### config.mk
export PLATFORM = sky130hd
export DESIGN_NAME = fighter_controller
export DESIGN_NICKNAME = d
export VERILOG_FILES = /design/src/rtl/fighter_controller.sv
export SDC_FILE = /design/constraint.sdc
export NUM_CORES = 1
export LEC_CHECK = 0
export CORE_UTILIZATION = 50
export DETAILED_ROUTE_END_ITERATION = 16
export PLACE_DENSITY_LB_ADDON = 0.25
export SLEW_MARGIN = 20
export SYNTH_ARGS = -nofsm -noshare
export SYNTH_HDL_FRONTEND = slang
export SYNTH_SLANG_ARGS = --single-unit
### constraint.sdc
create_clock -name clk -period 3.7 [get_ports clk]
set_input_delay 0.37 -clock clk [delete_from_list [all_inputs] [get_ports clk]]
set_output_delay 0.37 -clock clk [all_outputs]
set_load 0.005 [all_outputs]
### src/rtl/fighter_controller.sv
// Fighter character controller: movement, attack and stun FSM updated once per frame.
// Ports: clk, reset (sync, active-high), hcount/vcount (VGA timing), btn_left/btn_right/btn_attack,
//        hit (opponent strike pulse); sprite_position, sprite_select, attack_active, state (registered).
module fighter_controller #(
    parameter int SCREEN_WIDTH  = 640,
    parameter int SPRITE_WIDTH  = 8,
    parameter int START_X       = 100,
    parameter int TICK_LINE     = 480,
    parameter int WALK_STEP     = 2,
    parameter int KNOCKBACK     = 4,
    parameter int ANIM_PERIOD   = 8,
    parameter int ATTACK_FRAMES = 12,
    parameter int STUN_FRAMES   = 16
) (
    input  logic       clk,
    input  logic       reset,
    input  logic [9:0] hcount,
    input  logic [9:0] vcount,
    input  logic       btn_left,
    input  logic       btn_right,
    input  logic       btn_attack,
    input  logic       hit,
    output logic [9:0] sprite_position,
    output logic [2:0] sprite_select,
    output logic       attack_active,
    output logic [1:0] state
);

    typedef enum logic [1:0] {
        ST_IDLE   = 2'd0,
        ST_WALK   = 2'd1,
        ST_ATTACK = 2'd2,
        ST_STUN   = 2'd3
    } state_t;

    localparam int TMAX = (ATTACK_FRAMES > STUN_FRAMES) ? ATTACK_FRAMES : STUN_FRAMES;
    localparam int TW   = (TMAX > 2) ? $clog2(TMAX) : 1;
    localparam int CW   = (ANIM_PERIOD > 2) ? $clog2(ANIM_PERIOD) : 1;

    localparam logic signed [10:0] WSTEP = 11'(WALK_STEP);
    localparam logic signed [10:0] KBACK = 11'(KNOCKBACK);
    localparam logic signed [10:0] MAX_X = 11'(SCREEN_WIDTH - SPRITE_WIDTH);
    localparam logic [TW-1:0] ATK_LOAD  = TW'(ATTACK_FRAMES - 1);
    localparam logic [TW-1:0] STUN_LOAD = TW'(STUN_FRAMES - 1);
    localparam logic [TW-1:0] ATK_HALF  = TW'(ATTACK_FRAMES / 2);
    localparam logic [CW-1:0] ANIM_LAST = CW'(ANIM_PERIOD - 1);

    state_t        cur, nxt;
    logic [TW-1:0] timer, timer_n;
    logic [CW-1:0] anim_cnt, anim_cnt_n;
    logic          anim_frame, anim_frame_n;
    logic [9:0]    pos_n;
    logic [2:0]    sel_n;
    logic          act_n;
    logic          btn_attack_q, tick_cond_q;
    logic          attack_pending, hit_pending;

    logic signed [10:0] delta, pos_sum;

    // Edge-detected so a timing stage that holds hcount==0 for several
    // clocks (pixel clock slower than clk) still yields a single tick.
    logic tick_cond, tick;
    assign tick_cond = (vcount == 10'(TICK_LINE)) && (hcount == 10'd0);
    assign tick      = tick_cond && !tick_cond_q;

    // Events arriving on the tick cycle itself are resolved on that tick.
    logic attack_edge, atk_now, hit_now, go_left, go_right;
    assign attack_edge = btn_attack && !btn_attack_q;
    assign atk_now     = attack_pending || attack_edge;
    assign hit_now     = hit_pending || hit;
    assign go_left     = btn_left && !btn_right;
    assign go_right    = btn_right && !btn_left;

    assign state = cur;

    always_ff @(posedge clk) begin
        if (reset) begin
            cur             <= ST_IDLE;
            sprite_position <= 10'(START_X);
            sprite_select   <= 3'd0;
            attack_active   <= 1'b0;
            timer           <= '0;
            anim_cnt        <= '0;
            anim_frame      <= 1'b0;
            attack_pending  <= 1'b0;
            hit_pending     <= 1'b0;
            btn_attack_q    <= 1'b0;
            tick_cond_q     <= 1'b0;
        end else begin
            btn_attack_q <= btn_attack;
            tick_cond_q  <= tick_cond;
            if (tick) begin
                cur             <= nxt;
                sprite_position <= pos_n;
                sprite_select   <= sel_n;
                attack_active   <= act_n;
                timer           <= timer_n;
                anim_cnt        <= anim_cnt_n;
                anim_frame      <= anim_frame_n;
                attack_pending  <= 1'b0;
                hit_pending     <= 1'b0;
            end else begin
                if (hit)         hit_pending    <= 1'b1;
                if (attack_edge) attack_pending <= 1'b1;
            end
        end
    end

    always_comb begin
        nxt          = cur;
        timer_n      = timer;
        anim_cnt_n   = anim_cnt;
        anim_frame_n = anim_frame;
        delta        = '0;

        if (hit_now && cur != ST_STUN) begin
            nxt     = ST_STUN;
            timer_n = STUN_LOAD;
        end else if (atk_now && (cur == ST_IDLE || cur == ST_WALK)) begin
            nxt     = ST_ATTACK;
            timer_n = ATK_LOAD;
        end else begin
            unique case (cur)
                ST_IDLE, ST_WALK: begin
                    if (go_left || go_right) begin
                        nxt   = ST_WALK;
                        delta = go_left ? -WSTEP : WSTEP;
                        if (cur == ST_IDLE) begin
                            anim_cnt_n   = '0;
                            anim_frame_n = 1'b0;
                        end else if (anim_cnt == ANIM_LAST) begin
                            anim_cnt_n   = '0;
                            anim_frame_n = !anim_frame;
                        end else begin
                            anim_cnt_n = anim_cnt + 1'b1;
                        end
                    end else begin
                        nxt = ST_IDLE;
                    end
                end
                ST_ATTACK: begin
                    if (timer == '0) nxt = ST_IDLE;
                    else timer_n = timer - 1'b1;
                end
                ST_STUN: begin
                    delta = -KBACK;
                    if (timer == '0) nxt = ST_IDLE;
                    else timer_n = timer - 1'b1;
                end
                default: ;
            endcase
        end

        // Signed 11-bit sum so stepping left of 0 goes negative instead of wrapping.
        pos_sum = $signed({1'b0, sprite_position}) + delta;
        if (pos_sum[10])          pos_n = 10'd0;
        else if (pos_sum > MAX_X) pos_n = MAX_X[9:0];
        else                      pos_n = pos_sum[9:0];

        sel_n = 3'd0;
        unique case (nxt)
            ST_IDLE:   sel_n = 3'd0;
            ST_WALK:   sel_n = anim_frame_n ? 3'd2 : 3'd1;
            ST_ATTACK: sel_n = (timer_n >= ATK_HALF) ? 3'd3 : 3'd4;
            ST_STUN:   sel_n = 3'd5;
            default:   sel_n = 3'd0;
        endcase
        act_n = (nxt == ST_ATTACK) && (sel_n == 3'd4);
    end

endmodule

==> flow_summary.toml <==
[run_status]
result_of_the_run = "completed"

[synth]
synth_top_cells_by_count = "dfxtp_1, nand2_1, a21oi_1"
synth_largest_area_cell = "dfxtp_1"
synthesis.area_per_instance_sq_um = 8.29
synthesized_instance_count = 238
synth-edff-count = 0
synth_top_area_frac = 0.274
main_combinational_cell_family_by_area_after_synthesis = "simple AND/OR/NAND/NOR gates"
synthDistinctLibCells = 66
synth.area.mux_share = 0.0159
synth.yosys.warnings = 0
synthXorXnorAreaFrac = 0.0222
synth_compound_gate_area_share = 0.266
synthAdderAreaFrac = 0.0926
synth_most_common_cell = "dfxtp_1"
flip_flop_and_latch_count_after_synthesis = 27
synthSimpleGateAreaFrac = 0.278
synth.cell_area_sq_mm = 0.00197
syn_nets = 278
synth_seq_area_share = 0.274
synth-main-ff-cell = "dfxtp_1"
async_flop_share = 0
yosys-top-cells-area = "dfxtp_1, ha_1, nand2_1"

[cells_and_area]
drive_gt1_frac = 0.0964
multi_input_area_sq_mm = 0.00134
antenna_cells_inserted = 0
postLayoutCoreUtil = 0.669
area_growth_from_synthesis_to_final_layout_pct = 26.0
filler_cell_count = 323
nNetsFinal = 321
ff_latch_area_sq_um = 541
stdcell_count = 328

[clock_network]
clock_tree.buffer_depth = 2
cts.repair.resized = 0
clk_pin_slew_worst_paths_ns = 0.10
tritoncts = "yes"
cts-root-buf = "clkbuf_8"
postCtsSetupRepairBufs = 0
clkLatencyLatePin_ns = 0.28
post_cts_hold_buffer_count = 0
cts.htree.levels = 1
cts_buffer_count = 3
cts.sink_count = 27

[worst_setup_path]
worst-setup-path-type = "in2reg"
start_kind = "input port"
slowest_delay_ns = 0.45
cp_data_required_time_ns = 3.93
rr_startpoint = "state[0]"
slowest_stage = "clkdlybuf4s50_1"
path_buf_inv = 3
crit_path_end_kind = "flip-flop"
critical_path.reg2reg.endpoint = "sprite_position[8]"
reg2reg_depth = 12
cell_breakdown_of_the_critical_path = "clkdlybuf4s50_1 -> inv_1 -> ha_1 -> nor4_4 -> ha_1 -> inv_1 -> fa_1 -> nand2b_1 -> a21oi_1 -> a311oi_1 -> a311o_1 -> and4bb_1 -> a22o_2"
timing.critical_path.arrival_ns = 3.67
r2r_slack_ns = 0.46
crit_start = "btn_right"
critPathCapture = "sprite_position[8]"
cp.depth = 13
cpLargestDelayFamily = "compound AO/OA/AOI/OAI gates"
crit_path_max_fanout = 5

[hold_path]
min-delay-start = "anim_cnt[0]"
holdCritPathClass = "reg2reg"

[sta]
rsz0062_at_grt = "false"
timing.fmax_mhz = 291
timing_hold_violations_final = 0
timing.final.ws_setup_ns = 0.265
worst_slew_pin_slew_ns = 0.527
fin_hold_ws_ns = 0.474
timing.clock.skew_ns = 0.00652
worst_slew_margin_rel = 0.644
drv_slew = 0
period_minus_ws_final_ns = 3.44
layout_worst_path_cycle_share = 0.928
final-setup-viol-count = 0

[power_and_ir_drop]
power.total_uw = 554
seq_power_share = 0.531
clock_power_share = 0.319
comb_power_share = 0.150
internal_power_contribution_uw = 414
switching_share = 0.254
vdd_drop_max_mv = 0.212
pwrdens_mw_per_mm2 = 223
power.switching_uw = 141
pleak_uw = 0.000947

[place]
detailedPlace.worstSlack_ns = -0.00254
placement.io_buffers = 40
routabilityCongestion = 0.836
place_inst = 324
dp_hpwl_um = 3800

[global_route]
grt_pass1_wl_um = 8360
initial_antenna_violation_count = 0
grt_max_degree = 21
grt_pass1_vias = 1858
grt.total_usage = 0.251
overflow = 0

[route]
drt-vias-per-instance = 6.02
drt_drc_violations_left = 0
wl_um = 4880
wl_per_cell_um = 14.9
drt_first_iter_violations = 227
num_vias = 1975
drt_pre_antenna_iters = 4
postRouteAntennaNets = 0

[floorplan]
initial_utilization = 0.531
placeableCoreArea_sq_mm = 0.00372
ios = 42
die_area_sq_mm = 0.00420
std_cell_rows = 22
chipWidth_um = 64.8
dieHeight_um = 64.8

[job]
drv.max_cap_violation_count = 0
[power by group through the flow]
stage	clock network (uW)	registers, uW	logic [uW]
floorplan	0	301	42.5
global placement	0	301	80.8
CTS	179	294	82.6
global route	190	295	89.9
finish	177	294	83.2
detailed placement	0	301	82.1
[worst min-delay path by stage]
stage,end,slack (ns),depth (start not counted)
floorplan,anim_cnt[1],0.44,2
global placement,anim_cnt[2],0.45,2
detailed placement,attack_active,0.45,2
CTS,attack_active,0.47,2
global route,anim_cnt[1],0.49,2
finish,anim_cnt[0],0.47,2
[cell usage in the layout (no fill, tap or decap), types with 2 or more instances in the layout]
master,count
a211oi_1,3
a21o_1,2
a21oi_1,15
a221oi_1,2
a311o_1,2
a311oi_1,3
a32oi_1,2
and2_1,4
and4_1,2
buf_4,7
clkbuf_8,3
clkdlybuf4s50_1,40
dfxtp_1,27
ha_1,13
inv_1,14
mux2i_1,2
nand2_1,26
nand2_2,2
nand2b_1,7
nand3_1,8
nand3b_1,3
nand4_1,2
nor2_1,14
nor2b_1,5
nor3_1,6
nor3b_1,2
nor4_1,2
nor4b_1,2
nor4b_2,2
o211ai_1,3
o21a_1,3
o21ai_0,12
o31ai_1,3
or3b_2,2
xor2_1,4
[through the flow]
stage / setup TNS, ns / instance area [sq um]
final: 0 / 2490
after global routing: 0 / 2490
after CTS: 0 / 2490
after detailed placement: -0.00254 / 2440
after global placement: 0 / 2440
after floorplan: 0 / 1970
[registers in the layout, summed over array words and instances, names as in the netlist]
name,cells
attack_pending,1
timer,4
attack_active,1
tick_cond_q,1
state,2
btn_attack_q,1
sprite_position,9
anim_frame,1
hit_pending,1
sprite_select,3
anim_cnt,3
[cells by family after synthesis]
| kind of cell | Yosys count |
|---|---|
| xor+xnor | 5 |
| simple gates | 95 |
| compound gates | 70 |
| buf+inv | 23 |
| flops | 27 |
| mux | 3 |
| fa+ha+maj | 14 |
| other cells | 1 |
[per-layer routing]
layer | vias up | GRT usage | share of wire | routed length (um)
li1 | 976 | - | - | -
met1 | 899 | 0.344 | 0.47 | 2300
met2 | 94 | 0.404 | 0.45 | 2180
met3 | 6 | 0.0423 | 0.071 | 345
met4 | 0 | 0.0611 | 0.011 | 53
met5 | - | 0 | 0 | 0
[tightest hold or removal path, stage by stage (launching register included)]
cell     delay (ns)
dfxtp_1        0.33
nand2_1        0.05
a21oi_1        0.05
[layout make-up]
class,instances,share of cell area
repair buffers,47,0.182
inverters,14,0.0211
clock buffers,4,0.0181
multi-input cells,188,0.537
well taps,48,0.0242
flip-flops and latches,27,0.217
Power figures use the tool's default switching activity.
